===== config.mk =====
export PLATFORM = sky130hd
export DESIGN_NAME = regfile_wb_scheduler_flat
export DESIGN_NICKNAME = d
export VERILOG_FILES = /design/src/rtl/regfile_wb_scheduler_if.sv /design/src/rtl/regfile_wb_scheduler.sv /design/src/flat_wrapper.sv
export SDC_FILE = /design/constraint.sdc
export NUM_CORES = 1
export LEC_CHECK = 0
export ABC_AREA = 1
export CAP_MARGIN = 20
export CORE_UTILIZATION = 29
export DETAILED_ROUTE_END_ITERATION = 10
export HOLD_SLACK_MARGIN = 0.06
export PLACE_DENSITY = 0.67
export SLEW_MARGIN = 20
export SYNTH_ARGS = -nofsm -noshare
export SYNTH_HDL_FRONTEND = slang
export SYNTH_SLANG_ARGS = --single-unit

===== constraint.sdc =====
create_clock -name clk -period 1.3 [get_ports clk]
set_input_delay 0.195 -clock clk [delete_from_list [all_inputs] [get_ports clk]]
set_output_delay 0.195 -clock clk [all_outputs]
set_load 0.05 [all_outputs]

===== src/rtl/regfile_wb_scheduler_if.sv =====
// Bundle between the write-port scheduler and its requesters / decode stage.
// The master side drives the requests; the slave side is the scheduler itself.
interface regfile_wb_scheduler_if #(
    parameter int DATA_W = 32
);
    logic              a_valid;
    logic              a_ready;
    logic [4:0]        a_reg;
    logic [DATA_W-1:0] a_data;

    logic              b_valid;
    logic              b_ready;
    logic [4:0]        b_reg;
    logic [DATA_W-1:0] b_data;

    logic              issue_valid;
    logic [4:0]        issue_reg;
    logic [31:0]       busy;

    logic              regwrite;
    logic [4:0]        write_reg;
    logic [DATA_W-1:0] write_data;

    modport master (
        output a_valid, a_reg, a_data,
        output b_valid, b_reg, b_data,
        output issue_valid, issue_reg,
        input  a_ready, b_ready, busy,
        input  regwrite, write_reg, write_data
    );

    modport slave (
        input  a_valid, a_reg, a_data,
        input  b_valid, b_reg, b_data,
        input  issue_valid, issue_reg,
        output a_ready, b_ready, busy,
        output regwrite, write_reg, write_data
    );
endinterface


===== src/rtl/regfile_wb_scheduler.sv =====
// Register-file write-port scheduler: A/B arbitration with B anti-starvation,
// registered write port and a busy scoreboard for in-flight B destinations.
module regfile_wb_scheduler #(
    parameter int DATA_W       = 32,
    parameter int STARVE_LIMIT = 4
) (
    input  logic                  clk,
    input  logic                  rst,
    regfile_wb_scheduler_if.slave bus
);
    localparam logic [3:0] LIMIT = 4'(STARVE_LIMIT);

    logic              grant_a;
    logic              grant_b;
    logic              xfer_a;
    logic              xfer_b;
    logic [3:0]        starve_cnt_q, starve_cnt_d;
    logic              regwrite_q, regwrite_d;
    logic [4:0]        write_reg_q, write_reg_d;
    logic [DATA_W-1:0] write_data_q, write_data_d;
    logic [31:0]       busy_q, busy_d;

    // Grants are gated by rst so neither requester sees ready while in reset.
    always_comb begin
        grant_a = 1'b0;
        grant_b = 1'b0;
        if (rst) begin
            if (bus.a_valid && bus.b_valid) begin
                if (starve_cnt_q >= LIMIT) grant_b = 1'b1;
                else                       grant_a = 1'b1;
            end else begin
                grant_a = bus.a_valid;
                grant_b = bus.b_valid;
            end
        end
    end

    assign xfer_a = bus.a_valid && grant_a;
    assign xfer_b = bus.b_valid && grant_b;

    always_comb begin
        starve_cnt_d = starve_cnt_q;
        if (!bus.b_valid || xfer_b) begin
            starve_cnt_d = 4'd0;
        end else if (starve_cnt_q < LIMIT) begin
            starve_cnt_d = starve_cnt_q + 4'd1;
        end
    end

    // x0 writes complete the handshake but never assert the write enable.
    always_comb begin
        regwrite_d   = 1'b0;
        write_reg_d  = write_reg_q;
        write_data_d = write_data_q;
        if (xfer_a) begin
            regwrite_d   = (bus.a_reg != 5'd0);
            write_reg_d  = bus.a_reg;
            write_data_d = bus.a_data;
        end else if (xfer_b) begin
            regwrite_d   = (bus.b_reg != 5'd0);
            write_reg_d  = bus.b_reg;
            write_data_d = bus.b_data;
        end
    end

    // Clear first so a same-cycle issue to the same register re-owns it.
    always_comb begin
        busy_d = busy_q;
        if (xfer_b) busy_d[bus.b_reg] = 1'b0;
        if (bus.issue_valid) busy_d[bus.issue_reg] = 1'b1;
        busy_d[0] = 1'b0;
    end

    always_ff @(posedge clk or negedge rst) begin
        if (!rst) begin
            starve_cnt_q <= 4'd0;
            regwrite_q   <= 1'b0;
            write_reg_q  <= 5'd0;
            write_data_q <= '0;
            busy_q       <= 32'd0;
        end else begin
            starve_cnt_q <= starve_cnt_d;
            regwrite_q   <= regwrite_d;
            write_reg_q  <= write_reg_d;
            write_data_q <= write_data_d;
            busy_q       <= busy_d;
        end
    end

    assign bus.a_ready    = grant_a;
    assign bus.b_ready    = grant_b;
    assign bus.busy       = busy_q;
    assign bus.regwrite   = regwrite_q;
    assign bus.write_reg  = write_reg_q;
    assign bus.write_data = write_data_q;

    a_one_grant : assert property (@(posedge clk) disable iff (!rst)
        !(bus.a_ready && bus.b_ready));

endmodule


===== src/flat_wrapper.sv =====
// flat-port wrapper written by rule: the top's interface ports become plain ports
module regfile_wb_scheduler_flat 
#(
    parameter int DATA_W       = 32,
    parameter int STARVE_LIMIT = 4
)
  (clk, rst, bus_a_valid, bus_a_reg, bus_a_data, bus_b_valid, bus_b_reg, bus_b_data, bus_issue_valid, bus_issue_reg, bus_a_ready, bus_b_ready, bus_busy, bus_regwrite, bus_write_reg, bus_write_data);
  regfile_wb_scheduler_if #(.DATA_W(DATA_W)) bus_i ();
  input  logic clk;
  input  logic rst;
  input wire logic [$bits(bus_i.a_valid)-1:0] bus_a_valid;
  input wire logic [$bits(bus_i.a_reg)-1:0] bus_a_reg;
  input wire logic [$bits(bus_i.a_data)-1:0] bus_a_data;
  input wire logic [$bits(bus_i.b_valid)-1:0] bus_b_valid;
  input wire logic [$bits(bus_i.b_reg)-1:0] bus_b_reg;
  input wire logic [$bits(bus_i.b_data)-1:0] bus_b_data;
  input wire logic [$bits(bus_i.issue_valid)-1:0] bus_issue_valid;
  input wire logic [$bits(bus_i.issue_reg)-1:0] bus_issue_reg;
  output wire logic [$bits(bus_i.a_ready)-1:0] bus_a_ready;
  output wire logic [$bits(bus_i.b_ready)-1:0] bus_b_ready;
  output wire logic [$bits(bus_i.busy)-1:0] bus_busy;
  output wire logic [$bits(bus_i.regwrite)-1:0] bus_regwrite;
  output wire logic [$bits(bus_i.write_reg)-1:0] bus_write_reg;
  output wire logic [$bits(bus_i.write_data)-1:0] bus_write_data;
  assign bus_i.a_valid = bus_a_valid;
  assign bus_i.a_reg = bus_a_reg;
  assign bus_i.a_data = bus_a_data;
  assign bus_i.b_valid = bus_b_valid;
  assign bus_i.b_reg = bus_b_reg;
  assign bus_i.b_data = bus_b_data;
  assign bus_i.issue_valid = bus_issue_valid;
  assign bus_i.issue_reg = bus_issue_reg;
  assign bus_a_ready = bus_i.a_ready;
  assign bus_b_ready = bus_i.b_ready;
  assign bus_busy = bus_i.busy;
  assign bus_regwrite = bus_i.regwrite;
  assign bus_write_reg = bus_i.write_reg;
  assign bus_write_data = bus_i.write_data;
  regfile_wb_scheduler #(.DATA_W(DATA_W), .STARVE_LIMIT(STARVE_LIMIT)) u_core (.clk(clk), .rst(rst), .bus(bus_i));
endmodule

==> impl_metrics.py <==
metrics = {
    "timing": {
        "maxSlewHeadroom_pct": 46.9,
        "minimum_clock_period_after_layout_ns": 1.52,
        "unrepaired_setup_endpoints_after_global_routing": "true",
        "slew_viol_final": 0,
        "timing.final.hold_violations": 0,
        "final_critical_path_setup_slack_ns": -0.218,
        "setup_violations": 30,
        "fmaxAchievable_mhz": 659,
        "crit_share_post_route_pct": 117,
        "tightest_slew_ns": 0.796,
        "clock_skew_ns": 0.00471,
    },
    "clock_tree": {
        "clk-insertion-delay-late_ns": 0.33,
        "cts.path.max_buffers": 2,
        "number_of_h_tree_branching_levels": 3,
        "cts_inserted_buffers": 9,
        "tritoncts": "done",
        "clkSlewWorstSetupHoldPaths_ns": 0.06,
        "cts-root-buf": "clkbuf_16",
        "clock_net_sink_count": 73,
    },
    "drt": {
        "postRouteWirelength_mm": 14.2,
        "drt_first_iter_violations": 347,
        "routed-via-count": 4258,
        "routed_wire_length_per_instance_um": 16.0,
        "drt_drc": 0,
        "avgViaCountPerCell": 4.80,
        "antenna_left": 0,
        "dr.pass1.iters": 5,
    },
    "finish": {
        "layout_common_cells": "nand2_1, nand3_1, clkdlybuf4s50_1",
        "number_of_flip_flops_in_the_largest_register": 32,
        "layout.filler_cells": 1085,
        "fin_cells": 888,
        "layout.cells.most_common": "nand2_1",
        "final_layout_size_suffix_gt1_share_pct": 32.4,
        "num_antenna_cells": 0,
        "syn_to_final_growth_pct": 95.9,
        "fin_nets": 797,
    },
    "status": {
        "run_status": "complete, but fails checks",
        "violations": "negative setup slack",
    },
    "setup_path": {
        "timing.critical_path.slowest_stage_cell": "dfrtp_1",
        "setup.reg_to_reg.worst_slack_ns": -0.12,
        "cp_num_cells": 4,
        "critical_path.reg2reg.endpoint": "u_core.bus.busy[18]",
        "arrival_ns": 1.32,
        "path_max_fanout": 3,
        "worstPathCellList": "nor2_2 -> a21oi_2 -> buf_12 -> buf_12",
        "timing.critical_path.from_type": "register",
        "path_buf_inv": 2,
        "r2r_start": "u_core.starve_cnt_q[2]",
        "critical_path_class": "reg -> out",
        "slowest_delay_ns": 0.40,
        "cp_common_cell": "buf_12",
        "crit_required_ns": 1.11,
        "critical-path-top-delay-family": "flip-flops",
        "rr_worst_depth": 8,
        "worst_setup_path_end_kind": "output pin",
    },
    "grt": {
        "grt_max_degree": 63,
        "antenna_violations_before_repair": 0,
        "grt_util_all_layers_pct": 20.2,
        "grt_pass1_vias": 4223,
        "globalRoute.totalOverflow": 0,
        "global_route_wire_length_before_repair_mm": 20.8,
    },
    "synth": {
        "syn_area_per_cell_sq_um": 7.33,
        "netlist_area_sq_mm": 0.00379,
        "mappedNetlistNets": 603,
        "sequential_cell_area_fraction_in_the_yosys_report_pct": 48.1,
        "ys.warnings.count": 0,
        "synth_cell_type_count": 21,
        "synth-seq-cells": 73,
        "syn_inst": 518,
    },
    "floorplan": {
        "start_util_pct": 29.9,
        "floorplan.rows": 41,
        "fp.coreArea_sq_mm": 0.0127,
        "pin_count": 156,
        "design.die.area_sq_mm": 0.0135,
        "die_width_um": 116,
        "die_height_um": 116,
    },
    "hold_path": {
        "timing.hold.worst.class": "in -> async",
    },
    "place": {
        "numPortBuffers": 154,
        "hpwl_mm": 9.50,
        "numPlacedInstances": 855,
        "gp_routability_congestion": 0.843,
    },
    "power_and_ir_drop": {
        "totalPowerFinal_uw": 10500,
        "p_per_area_mw_per_mm2": 1410,
        "leakage_uw": 0.00363,
        "max-vdd-ir-drop_mv": 0.832,
    },
    "run": {
        "number_of_maximum_capacitance_violations": 0,
    },
}
-- kinds of logic (layout without fill, tap and decap cells) --
group,Yosys count,count (layout),synth area share (%)
AOI/OAI and AO/OA,7,7,1.19
adders and majority gates,1,1,0.330
buffers and inverters,73,271,9.03
DFF,73,73,48.1
other,1,1,0.0988
and+or+nand+nor,363,363,41.2
-- final cells by class --
cell class                 count  area (sq um)  share of cell area (%)
multi-input combinational    372          2030                    27.3
tap                          172           215                    2.90
inverter                      49           186                    2.51
sequential                    73          1830                    24.6
timing repair buffer         207          2860                    38.4
clock inverter                 5          80.1                    1.08
clock buffer                  10           239                    3.21
-- stage by stage --
stage | area, sq um | setup WS [ns] | utilization (%) | TNS, ns | hold slack, ns
after CTS | 6880 | -0.231 | 54.3 | -0.706 | 0.122
after global placement | 6420 | -0.225 | 50.6 | -12.04 | 0.182
after floorplan | 3790 | 0.0532 | - | 0 | -0.101
final | 7430 | -0.218 | 58.7 | -2.01 | 0.0966
after global routing | 7430 | -0.297 | 58.7 | -5.98 | 0.162
after detailed placement | 6420 | -0.228 | 50.6 | -13.40 | 0.198
-- metal layers --
| metal | GRT usage, % | wire, um | up-vias |
|---|---|---|---|
| li1 | - | - | 2022 |
| met1 | 24.9 | 5570 | 2010 |
| met2 | 34.6 | 7210 | 202 |
| met3 | 4.05 | 1180 | 24 |
| met4 | 7.95 | 248 | 0 |
| met5 | 0 | 0 | - |
-- power by group --
| group | internal, uW | total (uW) | switching, uW | leakage [uW] |
|---|---|---|---|---|
| Sequential | 2690 | 3220 | 533 | 0.000873 |
| Combinational | 2210 | 4560 | 2350 | 0.00260 |
| Clock | 1720 | 2680 | 960 | 0.000151 |
-- worst register-to-register path, cell delays in order (launching register included) --
cell       delay (ns)
dfrtp_1          0.40
nor2_2           0.07
a21oi_2          0.24
buf_12           0.15
buf_8            0.10
clkbuf_16        0.17
nand2_2          0.05
nand2_1          0.06
nand2_1          0.07
-- how the worst max path moves through the flow --
| stage | start | to |
|---|---|---|
| CTS | u_core.starve_cnt_q[3] | bus_a_ready |
| finish | u_core.starve_cnt_q[2] | bus_b_ready |
| global placement | bus_a_valid | bus_a_ready |
| detailed placement | bus_a_valid | bus_a_ready |
| global route | u_core.starve_cnt_q[2] | bus_a_ready |
| floorplan | u_core.starve_cnt_q[2] | u_core.bus.write_data[10] |
-- cells in the mapped netlist (all sizes together) --
library cell	n	area share (%)
a21oi	2	0.36
buf	20	3.7
clkbuf	4	0.40
conb	1	0.099
dfrtp	73	48
ha	1	0.33
inv	49	4.9
nand2	194	20
nand3	120	16
nor2	38	3.8
nor3	10	1.3
nor3b	1	0.20
o211ai	1	0.20
o21ai	4	0.63
-- what timing repair did --
action | 4_1_cts | 5_1_grt
gates resized for setup | 11 | 106
endpoints found under the setup margin | 2 | 72
pin swaps | 3 | 39
cloned | 2 | 5
hold buffers | 1 | 0
buffers inserted | 6 | 6
hold endpoints to repair | 11 | 0
Power figures use the tool's default switching activity.
